File: src/rtl/axi4_lite_slv_reg_file_if.sv
// rtl/axi4_lite_slv_reg_file_if.sv - AXI4-Lite bus bundle with slave and master views
interface axi4_lite_if #(
    parameter int ADDR_BIT_WIDTH = 8,
    parameter int DATA_BIT_WIDTH = 32
);
    logic [ADDR_BIT_WIDTH-1:0]   awaddr;
    logic                        awvalid;
    logic                        awready;
    logic [DATA_BIT_WIDTH-1:0]   wdata;
    logic [DATA_BIT_WIDTH/8-1:0] wstrb;
    logic                        wvalid;
    logic                        wready;
    logic [1:0]                  bresp;
    logic                        bvalid;
    logic                        bready;
    logic [ADDR_BIT_WIDTH-1:0]   araddr;
    logic                        arvalid;
    logic                        arready;
    logic [DATA_BIT_WIDTH-1:0]   rdata;
    logic [1:0]                  rresp;
    logic                        rvalid;
    logic                        rready;

    modport slv_port (
        input  awaddr, awvalid, wdata, wstrb, wvalid, bready, araddr, arvalid, rready,
        output awready, wready, bresp, bvalid, arready, rdata, rresp, rvalid
    );

    modport mst_port (
        output awaddr, awvalid, wdata, wstrb, wvalid, bready, araddr, arvalid, rready,
        input  awready, wready, bresp, bvalid, arready, rdata, rresp, rvalid
    );
endinterface

File: src/rtl/axi4_lite_slv_reg_file.sv
// rtl/axi4_lite_slv_reg_file.sv - AXI4-Lite slave register file with RW control and RO status registers
module axi4_lite_slv_reg_file #(
    parameter int                                          N_REGS                   = 8,
    parameter int                                          AXI4_LITE_DATA_BIT_WIDTH = 32,
    parameter int                                          AXI4_LITE_ADDR_BIT_WIDTH = 8,
    parameter logic [N_REGS-1:0]                           RO_MASK                  = '0,
    parameter logic [N_REGS*AXI4_LITE_DATA_BIT_WIDTH-1:0]  RST_VAL                  = '0
) (
    input  logic                                          i_clk,
    input  logic                                          i_async_rst,
    axi4_lite_if.slv_port                                 if_s_axi4_lite,
    input  logic [N_REGS*AXI4_LITE_DATA_BIT_WIDTH-1:0]    i_sts_regs,
    output logic [N_REGS*AXI4_LITE_DATA_BIT_WIDTH-1:0]    o_ctrl_regs,
    output logic [N_REGS-1:0]                             o_wr_pulse
);
    localparam int DW       = AXI4_LITE_DATA_BIT_WIDTH;
    localparam int AW       = AXI4_LITE_ADDR_BIT_WIDTH;
    localparam int NB       = DW / 8;
    localparam int ADDR_LSB = $clog2(NB);
    localparam int IDX_W    = (N_REGS > 1) ? $clog2(N_REGS) : 1;
    localparam int N_SLOTS  = 2 ** IDX_W;

    // Index-decodable slots beyond N_REGS are mapped as "absent" so any index is safe to look up.
    localparam logic [N_SLOTS-1:0] RO_EXT    = N_SLOTS'(RO_MASK);
    localparam logic [N_SLOTS-1:0] VALID_EXT = N_SLOTS'({N_REGS{1'b1}});

    localparam logic [1:0] RESP_OKAY   = 2'b00;
    localparam logic [1:0] RESP_SLVERR = 2'b10;

    if ($bits(if_s_axi4_lite.wdata) != DW || $bits(if_s_axi4_lite.awaddr) != AW
        || (DW != 32 && DW != 64) || AW < ADDR_LSB + IDX_W) begin : g_param_check
        $error("axi4_lite_slv_reg_file: interface widths do not match parameters");
    end

    typedef enum logic [2:0] {W_IDLE, W_HAVE_ADDR, W_HAVE_DATA, W_COMMIT, W_RESP} w_state_t;
    typedef enum logic {R_IDLE, R_RESP} r_state_t;

    w_state_t          w_state_q, w_state_d;
    r_state_t          r_state_q, r_state_d;
    logic              awready_q, wready_q, bvalid_q, arready_q, rvalid_q;
    logic [1:0]        bresp_q, bresp_d, rresp_q;
    logic [DW-1:0]     rdata_q;
    logic [IDX_W-1:0]  aw_idx_q;
    logic [DW-1:0]     w_data_q;
    logic [NB-1:0]     w_strb_q;
    logic [N_REGS-1:0] wr_pulse_d, wr_pulse_q;
    logic              aw_hs, w_hs, ar_hs, wr_legal;
    logic [IDX_W-1:0]  ar_idx;
    logic [DW-1:0]     rd_src [N_SLOTS];
    logic              unused_bits;

    assign aw_hs    = if_s_axi4_lite.awvalid & awready_q;
    assign w_hs     = if_s_axi4_lite.wvalid & wready_q;
    assign ar_hs    = if_s_axi4_lite.arvalid & arready_q;
    assign ar_idx   = if_s_axi4_lite.araddr[ADDR_LSB +: IDX_W];
    assign wr_legal = VALID_EXT[aw_idx_q] & ~RO_EXT[aw_idx_q];

    assign unused_bits = ^{if_s_axi4_lite.awaddr, if_s_axi4_lite.araddr, i_sts_regs};

    for (genvar i = 0; i < N_SLOTS; i++) begin : g_slot
        if (i >= N_REGS) begin : g_unmapped
            assign rd_src[i] = '0;
        end else if (RO_MASK[i]) begin : g_ro
            assign rd_src[i]                 = i_sts_regs[i*DW +: DW];
            assign o_ctrl_regs[i*DW +: DW]   = '0;
            assign wr_pulse_d[i]             = 1'b0;
        end else begin : g_rw
            logic          wr_en;
            logic [DW-1:0] reg_q;

            assign wr_en = (w_state_q == W_COMMIT) && (aw_idx_q == IDX_W'(i));

            always_ff @(posedge i_clk or posedge i_async_rst) begin
                if (i_async_rst) begin
                    reg_q <= RST_VAL[i*DW +: DW];
                end else if (wr_en) begin
                    for (int b = 0; b < NB; b++) begin
                        if (w_strb_q[b]) begin
                            reg_q[b*8 +: 8] <= w_data_q[b*8 +: 8];
                        end
                    end
                end
            end

            assign rd_src[i]               = reg_q;
            assign o_ctrl_regs[i*DW +: DW] = reg_q;
            assign wr_pulse_d[i]           = wr_en;
        end
    end

    always_comb begin
        w_state_d = w_state_q;
        bresp_d   = bresp_q;
        unique case (w_state_q)
            W_IDLE: begin
                if (aw_hs && w_hs) begin
                    w_state_d = W_COMMIT;
                end else if (aw_hs) begin
                    w_state_d = W_HAVE_ADDR;
                end else if (w_hs) begin
                    w_state_d = W_HAVE_DATA;
                end
            end
            W_HAVE_ADDR: if (w_hs)  w_state_d = W_COMMIT;
            W_HAVE_DATA: if (aw_hs) w_state_d = W_COMMIT;
            W_COMMIT: begin
                w_state_d = W_RESP;
                bresp_d   = wr_legal ? RESP_OKAY : RESP_SLVERR;
            end
            W_RESP:  if (if_s_axi4_lite.bready) w_state_d = W_IDLE;
            default: w_state_d = W_IDLE;
        endcase
    end

    // Ready/valid are registered from the next state so they follow the FSM without a comb path.
    always_ff @(posedge i_clk or posedge i_async_rst) begin
        if (i_async_rst) begin
            w_state_q  <= W_IDLE;
            awready_q  <= 1'b0;
            wready_q   <= 1'b0;
            bvalid_q   <= 1'b0;
            bresp_q    <= RESP_OKAY;
            aw_idx_q   <= '0;
            w_data_q   <= '0;
            w_strb_q   <= '0;
            wr_pulse_q <= '0;
        end else begin
            w_state_q  <= w_state_d;
            awready_q  <= (w_state_d == W_IDLE) || (w_state_d == W_HAVE_DATA);
            wready_q   <= (w_state_d == W_IDLE) || (w_state_d == W_HAVE_ADDR);
            bvalid_q   <= (w_state_d == W_RESP);
            bresp_q    <= bresp_d;
            wr_pulse_q <= wr_pulse_d;
            if (aw_hs) begin
                aw_idx_q <= if_s_axi4_lite.awaddr[ADDR_LSB +: IDX_W];
            end
            if (w_hs) begin
                w_data_q <= if_s_axi4_lite.wdata;
                w_strb_q <= if_s_axi4_lite.wstrb;
            end
        end
    end

    always_comb begin
        r_state_d = r_state_q;
        unique case (r_state_q)
            R_IDLE:  if (ar_hs) r_state_d = R_RESP;
            R_RESP:  if (if_s_axi4_lite.rready) r_state_d = R_IDLE;
            default: r_state_d = R_IDLE;
        endcase
    end

    // Read data is captured on the AR edge, so a same-cycle commit is seen as its old value.
    always_ff @(posedge i_clk or posedge i_async_rst) begin
        if (i_async_rst) begin
            r_state_q <= R_IDLE;
            arready_q <= 1'b0;
            rvalid_q  <= 1'b0;
            rdata_q   <= '0;
            rresp_q   <= RESP_OKAY;
        end else begin
            r_state_q <= r_state_d;
            arready_q <= (r_state_d == R_IDLE);
            rvalid_q  <= (r_state_d == R_RESP);
            if (ar_hs) begin
                rdata_q <= rd_src[ar_idx];
                rresp_q <= VALID_EXT[ar_idx] ? RESP_OKAY : RESP_SLVERR;
            end
        end
    end

    assign if_s_axi4_lite.awready = awready_q;
    assign if_s_axi4_lite.wready  = wready_q;
    assign if_s_axi4_lite.bvalid  = bvalid_q;
    assign if_s_axi4_lite.bresp   = bresp_q;
    assign if_s_axi4_lite.arready = arready_q;
    assign if_s_axi4_lite.rvalid  = rvalid_q;
    assign if_s_axi4_lite.rdata   = rdata_q;
    assign if_s_axi4_lite.rresp   = rresp_q;
    assign o_wr_pulse             = wr_pulse_q;
endmodule
File: src/flat_wrapper.sv
// flat-port wrapper written by rule: the top's interface ports become plain ports
module axi4_lite_slv_reg_file_flat 
#(
    parameter int                                          N_REGS                   = 8,
    parameter int                                          AXI4_LITE_DATA_BIT_WIDTH = 32,
    parameter int                                          AXI4_LITE_ADDR_BIT_WIDTH = 8,
    parameter logic [N_REGS-1:0]                           RO_MASK                  = '0,
    parameter logic [N_REGS*AXI4_LITE_DATA_BIT_WIDTH-1:0]  RST_VAL                  = '0
)
  (i_clk, i_async_rst, i_sts_regs, o_ctrl_regs, o_wr_pulse, if_s_axi4_lite_awaddr, if_s_axi4_lite_awvalid, if_s_axi4_lite_wdata, if_s_axi4_lite_wstrb, if_s_axi4_lite_wvalid, if_s_axi4_lite_bready, if_s_axi4_lite_araddr, if_s_axi4_lite_arvalid, if_s_axi4_lite_rready, if_s_axi4_lite_awready, if_s_axi4_lite_wready, if_s_axi4_lite_bresp, if_s_axi4_lite_bvalid, if_s_axi4_lite_arready, if_s_axi4_lite_rdata, if_s_axi4_lite_rresp, if_s_axi4_lite_rvalid);
  axi4_lite_if if_s_axi4_lite_i ();
  input  logic i_clk;
  input  logic i_async_rst;
  input  logic [N_REGS*AXI4_LITE_DATA_BIT_WIDTH-1:0] i_sts_regs;
  output logic [N_REGS*AXI4_LITE_DATA_BIT_WIDTH-1:0] o_ctrl_regs;
  output logic [N_REGS-1:0] o_wr_pulse;
  input wire logic [$bits(if_s_axi4_lite_i.awaddr)-1:0] if_s_axi4_lite_awaddr;
  input wire logic [$bits(if_s_axi4_lite_i.awvalid)-1:0] if_s_axi4_lite_awvalid;
  input wire logic [$bits(if_s_axi4_lite_i.wdata)-1:0] if_s_axi4_lite_wdata;
  input wire logic [$bits(if_s_axi4_lite_i.wstrb)-1:0] if_s_axi4_lite_wstrb;
  input wire logic [$bits(if_s_axi4_lite_i.wvalid)-1:0] if_s_axi4_lite_wvalid;
  input wire logic [$bits(if_s_axi4_lite_i.bready)-1:0] if_s_axi4_lite_bready;
  input wire logic [$bits(if_s_axi4_lite_i.araddr)-1:0] if_s_axi4_lite_araddr;
  input wire logic [$bits(if_s_axi4_lite_i.arvalid)-1:0] if_s_axi4_lite_arvalid;
  input wire logic [$bits(if_s_axi4_lite_i.rready)-1:0] if_s_axi4_lite_rready;
  output wire logic [$bits(if_s_axi4_lite_i.awready)-1:0] if_s_axi4_lite_awready;
  output wire logic [$bits(if_s_axi4_lite_i.wready)-1:0] if_s_axi4_lite_wready;
  output wire logic [$bits(if_s_axi4_lite_i.bresp)-1:0] if_s_axi4_lite_bresp;
  output wire logic [$bits(if_s_axi4_lite_i.bvalid)-1:0] if_s_axi4_lite_bvalid;
  output wire logic [$bits(if_s_axi4_lite_i.arready)-1:0] if_s_axi4_lite_arready;
  output wire logic [$bits(if_s_axi4_lite_i.rdata)-1:0] if_s_axi4_lite_rdata;
  output wire logic [$bits(if_s_axi4_lite_i.rresp)-1:0] if_s_axi4_lite_rresp;
  output wire logic [$bits(if_s_axi4_lite_i.rvalid)-1:0] if_s_axi4_lite_rvalid;
  assign if_s_axi4_lite_i.awaddr = if_s_axi4_lite_awaddr;
  assign if_s_axi4_lite_i.awvalid = if_s_axi4_lite_awvalid;
  assign if_s_axi4_lite_i.wdata = if_s_axi4_lite_wdata;
  assign if_s_axi4_lite_i.wstrb = if_s_axi4_lite_wstrb;
  assign if_s_axi4_lite_i.wvalid = if_s_axi4_lite_wvalid;
  assign if_s_axi4_lite_i.bready = if_s_axi4_lite_bready;
  assign if_s_axi4_lite_i.araddr = if_s_axi4_lite_araddr;
  assign if_s_axi4_lite_i.arvalid = if_s_axi4_lite_arvalid;
  assign if_s_axi4_lite_i.rready = if_s_axi4_lite_rready;
  assign if_s_axi4_lite_awready = if_s_axi4_lite_i.awready;
  assign if_s_axi4_lite_wready = if_s_axi4_lite_i.wready;
  assign if_s_axi4_lite_bresp = if_s_axi4_lite_i.bresp;
  assign if_s_axi4_lite_bvalid = if_s_axi4_lite_i.bvalid;
  assign if_s_axi4_lite_arready = if_s_axi4_lite_i.arready;
  assign if_s_axi4_lite_rdata = if_s_axi4_lite_i.rdata;
  assign if_s_axi4_lite_rresp = if_s_axi4_lite_i.rresp;
  assign if_s_axi4_lite_rvalid = if_s_axi4_lite_i.rvalid;
  axi4_lite_slv_reg_file #(.N_REGS(N_REGS), .AXI4_LITE_DATA_BIT_WIDTH(AXI4_LITE_DATA_BIT_WIDTH), .AXI4_LITE_ADDR_BIT_WIDTH(AXI4_LITE_ADDR_BIT_WIDTH), .RO_MASK(RO_MASK), .RST_VAL(RST_VAL)) u_core (.i_clk(i_clk), .i_async_rst(i_async_rst), .if_s_axi4_lite(if_s_axi4_lite_i), .i_sts_regs(i_sts_regs), .o_ctrl_regs(o_ctrl_regs), .o_wr_pulse(o_wr_pulse));
endmodule
File: config.mk
export PLATFORM = sky130hd
export DESIGN_NAME = axi4_lite_slv_reg_file_flat
export DESIGN_NICKNAME = d
export VERILOG_FILES = /design/src/rtl/axi4_lite_slv_reg_file_if.sv /design/src/rtl/axi4_lite_slv_reg_file.sv /design/src/flat_wrapper.sv
export SDC_FILE = /design/constraint.sdc
export NUM_CORES = 1
export LEC_CHECK = 0
export CAP_MARGIN = 20
export CORE_AREA = 4 4 242 244
export CTS_CLUSTER_SIZE = 30
export DETAILED_ROUTE_END_ITERATION = 10
export DIE_AREA = 0 0 246 248
export GPL_ROUTABILITY_DRIVEN = 1
export GPL_TIMING_DRIVEN = 1
export PLACE_DENSITY = 0.58
export SETUP_SLACK_MARGIN = 0.15
export SLEW_MARGIN = 20
export SYNTH_ARGS = -nofsm -noshare
export SYNTH_HDL_FRONTEND = slang
export SYNTH_SLANG_ARGS = --single-unit
export TNS_END_PERCENT = 1
File: constraint.sdc
create_clock -name i_clk -period 19.9 [get_ports i_clk]
set_input_delay 2.985 -clock i_clk [delete_from_list [all_inputs] [get_ports i_clk]]
set_output_delay 2.985 -clock i_clk [all_outputs]
set_load 0.1 [all_outputs]
==> results by group, run 1 <==
CTS
  • CTS max path bufs: 3
  • CTS tree: yes
  • Root buffer cell: clkbuf_16
  • CTS clk-pin slew, worst paths: ~0.06 ns
  • # clock sinks: between 300 and 400
  • Post-CTS setup repair buffer count: 0
  • CTS Hold Bufs: 0
  • Max H-tree Level: 2
  • PostCTS Resize Cnt: 0
  • TritonCTS buffer count: 42
  • Later-pin clock latency in the skew report: around 0.56 ns

Timing
  • Rel. slew slack: 25.3%
  • Layout Skew: between 0.01 and 0.015 ns
  • Fmax: around 190 MHz
  • Slew @ Worst Pin: 1.12 ns
  • TNS Setup: 0 ns
  • Final Critical Period: 5.17 ns
  • RSZ-0062 raised after global routing: no
  • Slew Viols, Final: 0
  • Final setup vio count: 0
  • Hold Fails Final Rpt: 0
  • Tcrit/Tclk final: 26.0%

Floorplanning
  • Top Ports: 620
  • Die X: 246 um
  • DIE AREA: 0.0610 mm2
  • Row Count: between 80 and 90
  • Core ar.: around 0.056 mm2
  • Starting Density: 28.0%
  • Die Y: between 200 and 250 um

Worst setup path
  • Crit end category: output port
  • WP data arrival: about 2.2 ns
  • Worst path required time: about 17 ns
  • Worst-path maximum fanout: 3
  • CP startpoint kind: register
  • Worst-case reg-to-reg path depth: 3
  • Critical path class: register to output port
  • Slowest CP cell: clkdlybuf4s50_1
  • Crit path cell chain: clkdlybuf4s50_1
  • Crit path depth: 1
  • Bufs and invs on worst path: 1
  • Max stage delay on crit path: approximately 1.2 ns
  • Crit-path leading delay family: buffers and inverters

Detailed routing
  • Routed wire per std cell: around 24 um
  • Via count: about 10000
  • First-iteration detailed-routing DRC count: 448
  • Pre-Repair DR Iteration Count: 5
  • DRT antenna net count: 0
  • Post-route DRC: 0
  • Via density: 4.70
  • WL final: between 50000 and 60000 um

Run
  • Max Cap Viol: 0

Placed design
  • HPWL Detailed: around 33000 um
  • Port buffer count: around 350
  • Gpl congestion: about 0.76

Finish
  • Commonest cells after routing, fill and taps aside: 343 x dfrtp_1, 341 x clkdlybuf4s50_1, 226 x mux2_2
  • Layout cells sized above 1: between 30% and 40%
  • Layout net count: 1684
  • Area growth syn-to-layout: 35.8%
  • Post-layout util: 38.0%
  • Commonest non-fill, non-tap cell in the layout: dfrtp_1

Logic synthesis
  • Syn_area_per_cell: between 15 and 20 um2
  • Ys flop type: dfrtp_1
  • Post-Synthesis Cells: 1017
  • Post-Syn Area: 0.0158 mm2
  • Syn. warnings: 0
  • Yosys reg bits: 343
  • Post-synth EDFFs: 0
  • Share of the synthesized area in the top cell type: roughly 54%
  • Synth area leader: dfrtp_1
  • Unique masters post-synth: 31
  • Register area share after synthesis: between 50% and 60%
  • Post-synth ARST share: 100%
  • Synth area leaders: dfrtp_1 54%, mux2_2 16%, mux2_4 11%

Global route
  • Total gr overflow: 0
  • Vias in the first global route: approximately 11000
  • Largest net degree at the start of global routing: between 150 and 200
  • Initial antenna violation count: 3
  • GRT Util Overall: between 10% and 20%
  • First-pass GRT wire length: about 74000 um

Pwr
  • PD cells: 200 mW/mm2
  • Leakage: just under 10 nW
  • Maximum vdd drop: about 0.13 mV

Hold path
  • Hold Path Class: register to register
  • Min-Delay Path Depth: 2

Status
  • Outcome: finished, final reports clean
[per-stage QoR]
step | instance area [um2] | total power [mW] | hold slack (ns) | std cells | setup slack (ns)
floorplan | 15800 | 2.92 | 0.496 | 1020 | 7.41
global placement | 19900 | 3.48 | 0.467 | 2080 | 14.45
detailed placement | 19900 | 3.50 | 0.472 | 2080 | 14.43
CTS | 21400 | 4.33 | 0.487 | 2154 | 14.68
global route | 21400 | 4.45 | 0.518 | 2155 | 14.68
finish | 21400 | 4.29 | 0.479 | 2157 | 14.73
[final timing paths]
check                                                            startpoint                                           to  slack, ns
min in group asynchronous                                       i_async_rst  u_core.g_slot[2].g_rw.reg_q[31]$_DFFE_PP0P_       3.01
max in group asynchronous                                       i_async_rst  u_core.g_slot[0].g_rw.reg_q[12]$_DFFE_PP0P_      15.30
worst max-delay path            u_core.g_slot[2].g_rw.reg_q[27]$_DFFE_PP0P_                              o_ctrl_regs[91]      14.73
worst min-delay path             u_core.if_s_axi4_lite.rdata[4]$_DFFE_PP0P_   u_core.if_s_axi4_lite.rdata[4]$_DFFE_PP0P_       0.48
worst min register to register   u_core.if_s_axi4_lite.rdata[4]$_DFFE_PP0P_   u_core.if_s_axi4_lite.rdata[4]$_DFFE_PP0P_       0.48
worst max register to register                u_core.w_state_q[2]$_DFF_PP0_   u_core.g_slot[3].g_rw.reg_q[2]$_DFFE_PP0P_      17.41
[layout make-up]
class                      instances  area (um2)
inverter                           2        15.0
multi-input combinational        621        6830
fill                            5370       34900
sequential                       343        8580
antenna                            2        5.00
clock inverter                    16         262
tap                              756         946
clock buffer                      58        1190
timing repair buffer             359        3570
[where the power goes]
part	internal, mW	switching, mW	leakage (nW)	total (mW)
combinational	0.599	1.68	4.53	2.28
sequential	0.923	0.281	4.51	1.20
clock	0.497	0.308	0.706	0.806
total	2.02	2.27	9.75	4.29
[sequential cells by signal (all words and copies together), names as in the netlist, 3 cells and up]
name	count
u_core.o_wr_pulse	8
u_core.if_s_axi4_lite.rdata	32
u_core.w_data_q	32
u_core.w_state_q	3
u_core.g_slot.g_rw.reg_q	256
u_core.w_strb_q	4
u_core.aw_idx_q	3
[cells by family (layout without fill, tap and decap cells)]
logic type      after synthesis  in the layout  synth area share (%)
compound gates              101            101                  4.75
buf+inv                      56            435                  2.57
flops                       343            343                  54.5
mux                         425            425                  32.7
other cells                   1              6                0.0238
simple gates                 91             91                  5.49
[Yosys cell counts, types with 8 or more instances]
master and number:
clkbuf_1 20, mux2i_1 65, mux2_1 14, buf_4 18, nand3_4 32, o31ai_1 32
buf_6 10, and2_1 8, nand2_1 37, dfrtp_1 343, mux2_4 120, o22ai_1 32
mux2_2 226, a22o_1 32
[layer usage]
metal | up-vias | GRT usage (%) | part of all wire, %
met4 | 4 | 3.80 | 2.0
met3 | 68 | 6.35 | 9.2
met1 | 5229 | 22.4 | 46
met2 | 352 | 24.0 | 43
met5 | - | 0 | 0.053
li1 | 4484 | - | -
No activity file was read; power rests on OpenSTA's default activity.
==> inputs of run 2 (changes only) <==
--- a/config.mk
+++ b/config.mk
@@ -6,13 +6,13 @@
 export NUM_CORES = 1
 export LEC_CHECK = 0
 export CAP_MARGIN = 20
-export CORE_AREA = 4 4 242 244
+export CORE_AREA = 4 4 238 240
 export CTS_CLUSTER_SIZE = 30
 export DETAILED_ROUTE_END_ITERATION = 10
-export DIE_AREA = 0 0 246 248
+export DIE_AREA = 0 0 242 244
 export GPL_ROUTABILITY_DRIVEN = 1
 export GPL_TIMING_DRIVEN = 1
-export PLACE_DENSITY = 0.58
+export PLACE_DENSITY = 0.59
 export SETUP_SLACK_MARGIN = 0.15
 export SLEW_MARGIN = 20
 export SYNTH_ARGS = -nofsm -noshare
==> constraint.sdc (replaced) <==
create_clock -name i_clk -period 5.1 [get_ports i_clk]
set_input_delay 0.765 -clock i_clk [delete_from_list [all_inputs] [get_ports i_clk]]
set_output_delay 0.765 -clock i_clk [all_outputs]
set_load 0.1 [all_outputs]
==> run 2 against run 1 <==
- first-iteration DRC count is 19% lower
- clock power rose to 3.4 times the previous value
- via count down 0.32%
- critical path depth unchanged
- sequential cell count unchanged
- wire length down 2.3%
- cell area down 0.90%
- critical path type unchanged
- critical endpoint is now o_ctrl_regs[24]
==> results by group, run 2 (same netlist as run 1, synthesis figures left out) <==
Finish
  • Max FFs per register: 256 (unchanged)
  • Largest Register: u_core.g_slot.g_rw.reg_q (unchanged)
  • FILL cells: 5201 (was 5370)
  • Area growth syn-to-layout: 34.5% (was 35.8%)
  • Diodes inserted: 0 (was 2)
  • Layout net count: 1683 (was 1684)
  • Commonest cells after routing, fill and taps aside: 345 x clkdlybuf4s50_1, 343 x dfrtp_1, 226 x mux2_2 (was 343 x dfrtp_1, 341 x clkdlybuf4s50_1, 226 x mux2_2)
  • Layout cells sized above 1: 33.8% (was 34.0%)
  • Post-layout util: 38.8% (was 38.0%)
  • Commonest non-fill, non-tap cell in the layout: clkdlybuf4s50_1 (was dfrtp_1)

Run
  • Max Cap Viol: 0 (unchanged)

Detailed routing
  • DRT antenna net count: 0 (unchanged)
  • First-iteration detailed-routing DRC count: 365 (was 448)
  • WL final: 49800 um (was 51000 um)
  • Pre-Repair DR Iteration Count: 6 (was 5)
  • Via count: 10105 (was 10137)
  • Routed wire per std cell: 23.7 um (was 23.6 um)
  • Via density: 4.81 (was 4.70)
  • Post-route DRC: 0 (unchanged)

Timing
  • Slew Viols, Final: 0 (unchanged)
  • Hold Fails Final Rpt: 0 (unchanged)
  • Layout Skew: 0.0215 ns (was 0.0149 ns)
  • Rel. slew slack: 24.0% (was 25.3%)
  • Hold WS: 0.479 ns (about the same)
  • Tcrit/Tclk final: between 50 and 60%
  • Final Critical Period: between 2 and 3 ns
  • Fmax: about 340 MHz
  • Slew @ Worst Pin: 1.14 ns (was 1.12 ns)
  • TNS Setup: 0 ns (unchanged)
  • Final setup vio count: 0 (unchanged)
  • RSZ-0062 raised after global routing: no (unchanged)

Worst setup path
  • Worst path required time: 4.34 ns (was 16.91 ns)
  • Crit path depth: 1 (unchanged)
  • Crit end category: output port (unchanged)
  • CP startpoint kind: register (unchanged)
  • Max stage delay on crit path: 1.18 ns (was 1.19 ns)
  • WP data arrival: 2.19 ns (was 2.18 ns)
  • Slowest CP cell: clkdlybuf4s50_1 (unchanged)
  • Critical path class: register to output port (unchanged)
  • Crit path cell chain: clkdlybuf4s50_1 (unchanged)
  • Worst-path maximum fanout: 3 (unchanged)
  • Bufs and invs on worst path: 1 (unchanged)
  • Crit-path leading delay family: buffers and inverters (unchanged)
  • Worst-case reg-to-reg path depth: 3 (unchanged)

Global route
  • Vias in the first global route: 10885 (was 10651)
  • First-pass GRT wire length: 74700 um (was 74000 um)
  • Initial antenna violation count: 3 (unchanged)
  • Total gr overflow: 0 (unchanged)
  • GRT Util Overall: 16.5% (was 16.2%)
  • Largest net degree at the start of global routing: 128 (was 151)

CTS
  • Root buffer cell: clkbuf_16 (unchanged)
  • Post-CTS setup repair buffer count: 0 (unchanged)
  • CTS max path bufs: 3 (unchanged)
  • PostCTS Resize Cnt: 0 (unchanged)
  • CTS Hold Bufs: 0 (unchanged)
  • # clock sinks: 343 (unchanged)
  • CTS tree: yes (unchanged)
  • CTS clk-pin slew, worst paths: 0.06 ns (about the same)
  • TritonCTS buffer count: 39 (was 42)
  • Later-pin clock latency in the skew report: 0.55 ns (was 0.56 ns)
  • Max H-tree Level: 2 (unchanged)

Pwr
  • Maximum vdd drop: 0.484 mV (was 0.127 mV)
  • PD cells: 771 mW/mm2 (was 200 mW/mm2)
  • Total power: 16.3 mW (was 4.29 mW)
  • Leakage: 9.69 nW (was 9.75 nW)

Floorplanning
  • Die Y: 244 um (was 248 um)
  • DIE AREA: 0.0590 mm2 (was 0.0610 mm2)
  • Die X: 242 um (was 246 um)
  • Starting Density: 28.8% (was 28.0%)
  • Row Count: 86 (was 87)
  • Core ar.: 0.0547 mm2 (was 0.0563 mm2)
  • Top Ports: 620 (unchanged)

Status
  • Outcome: finished, final reports clean (unchanged)

Placed design
  • Port buffer count: 349 (unchanged)
  • Gpl congestion: 0.764 (was 0.755)
  • HPWL Detailed: 33400 um (about the same)

Hold path
  • Min-Delay Path Depth: 2 (unchanged)
  • Hold Path Class: register to register (unchanged)
run 2: where the power goes:
part           total, mW  internal (mW)  switching (mW)
registers           4.68           3.60            1.08
logic               8.90           2.35            6.55
clock network       2.77           1.64            1.12
total               16.3           7.59            8.76
run 2: metal layers:
metal	global-route usage [%]	share of wire, %	up-vias
met3	5.94	8.9	72
met5	0	0.068	-
met1	22.6	46	5161
met2	25.0	43	378
met4	4.44	2.2	4
li1	-	-	4490
run 2: stage by stage:
step / setup slack, ns / cells / area (um2)
after floorplan: -0.254 / 1020 / 15800
after global placement: 2.06 / 2030 / 19900
after detailed placement: 2.05 / 2030 / 19900
after CTS: 2.09 / 2098 / 21200
after global routing: 2.10 / 2099 / 21200
final: 2.15 / 2099 / 21200
run 2: layout make-up:
type	count	area (um2)	share of cell area [%]
repair buffers	361	3630	17.1
clock buffers	56	1170	5.52
flip-flops and latches	343	8580	40.5
inverters	2	11.3	0.0531
multi-input cells	621	6830	32.2
well taps	704	881	4.15
clock inverters	12	100	0.472
run 2: worst reg2reg max path, stage by stage (launching register included):
cell	delay (ns)
dfrtp_1	0.55
nor3b_4	1.00
nand3_4	0.43
mux2_4	0.42
run 2: path summary, 6_finish.rpt:
check	end	from	slack [ns]
max in group asynchronous	u_core.g_slot[0].g_rw.reg_q[13]$_DFFE_PP0P_	i_async_rst	3.18
max reg2reg	u_core.g_slot[3].g_rw.reg_q[29]$_DFFE_PP0P_	u_core.w_state_q[2]$_DFF_PP0_	2.57
min reg2reg	u_core.if_s_axi4_lite.rdata[8]$_DFFE_PP0P_	u_core.if_s_axi4_lite.rdata[8]$_DFFE_PP0P_	0.48
min	u_core.if_s_axi4_lite.rdata[8]$_DFFE_PP0P_	u_core.if_s_axi4_lite.rdata[8]$_DFFE_PP0P_	0.48
max	o_ctrl_regs[24]	u_core.g_slot[0].g_rw.reg_q[24]$_DFFE_PP0P_	2.15
min in group asynchronous	u_core.if_s_axi4_lite.rdata[4]$_DFFE_PP0P_	i_async_rst	0.70
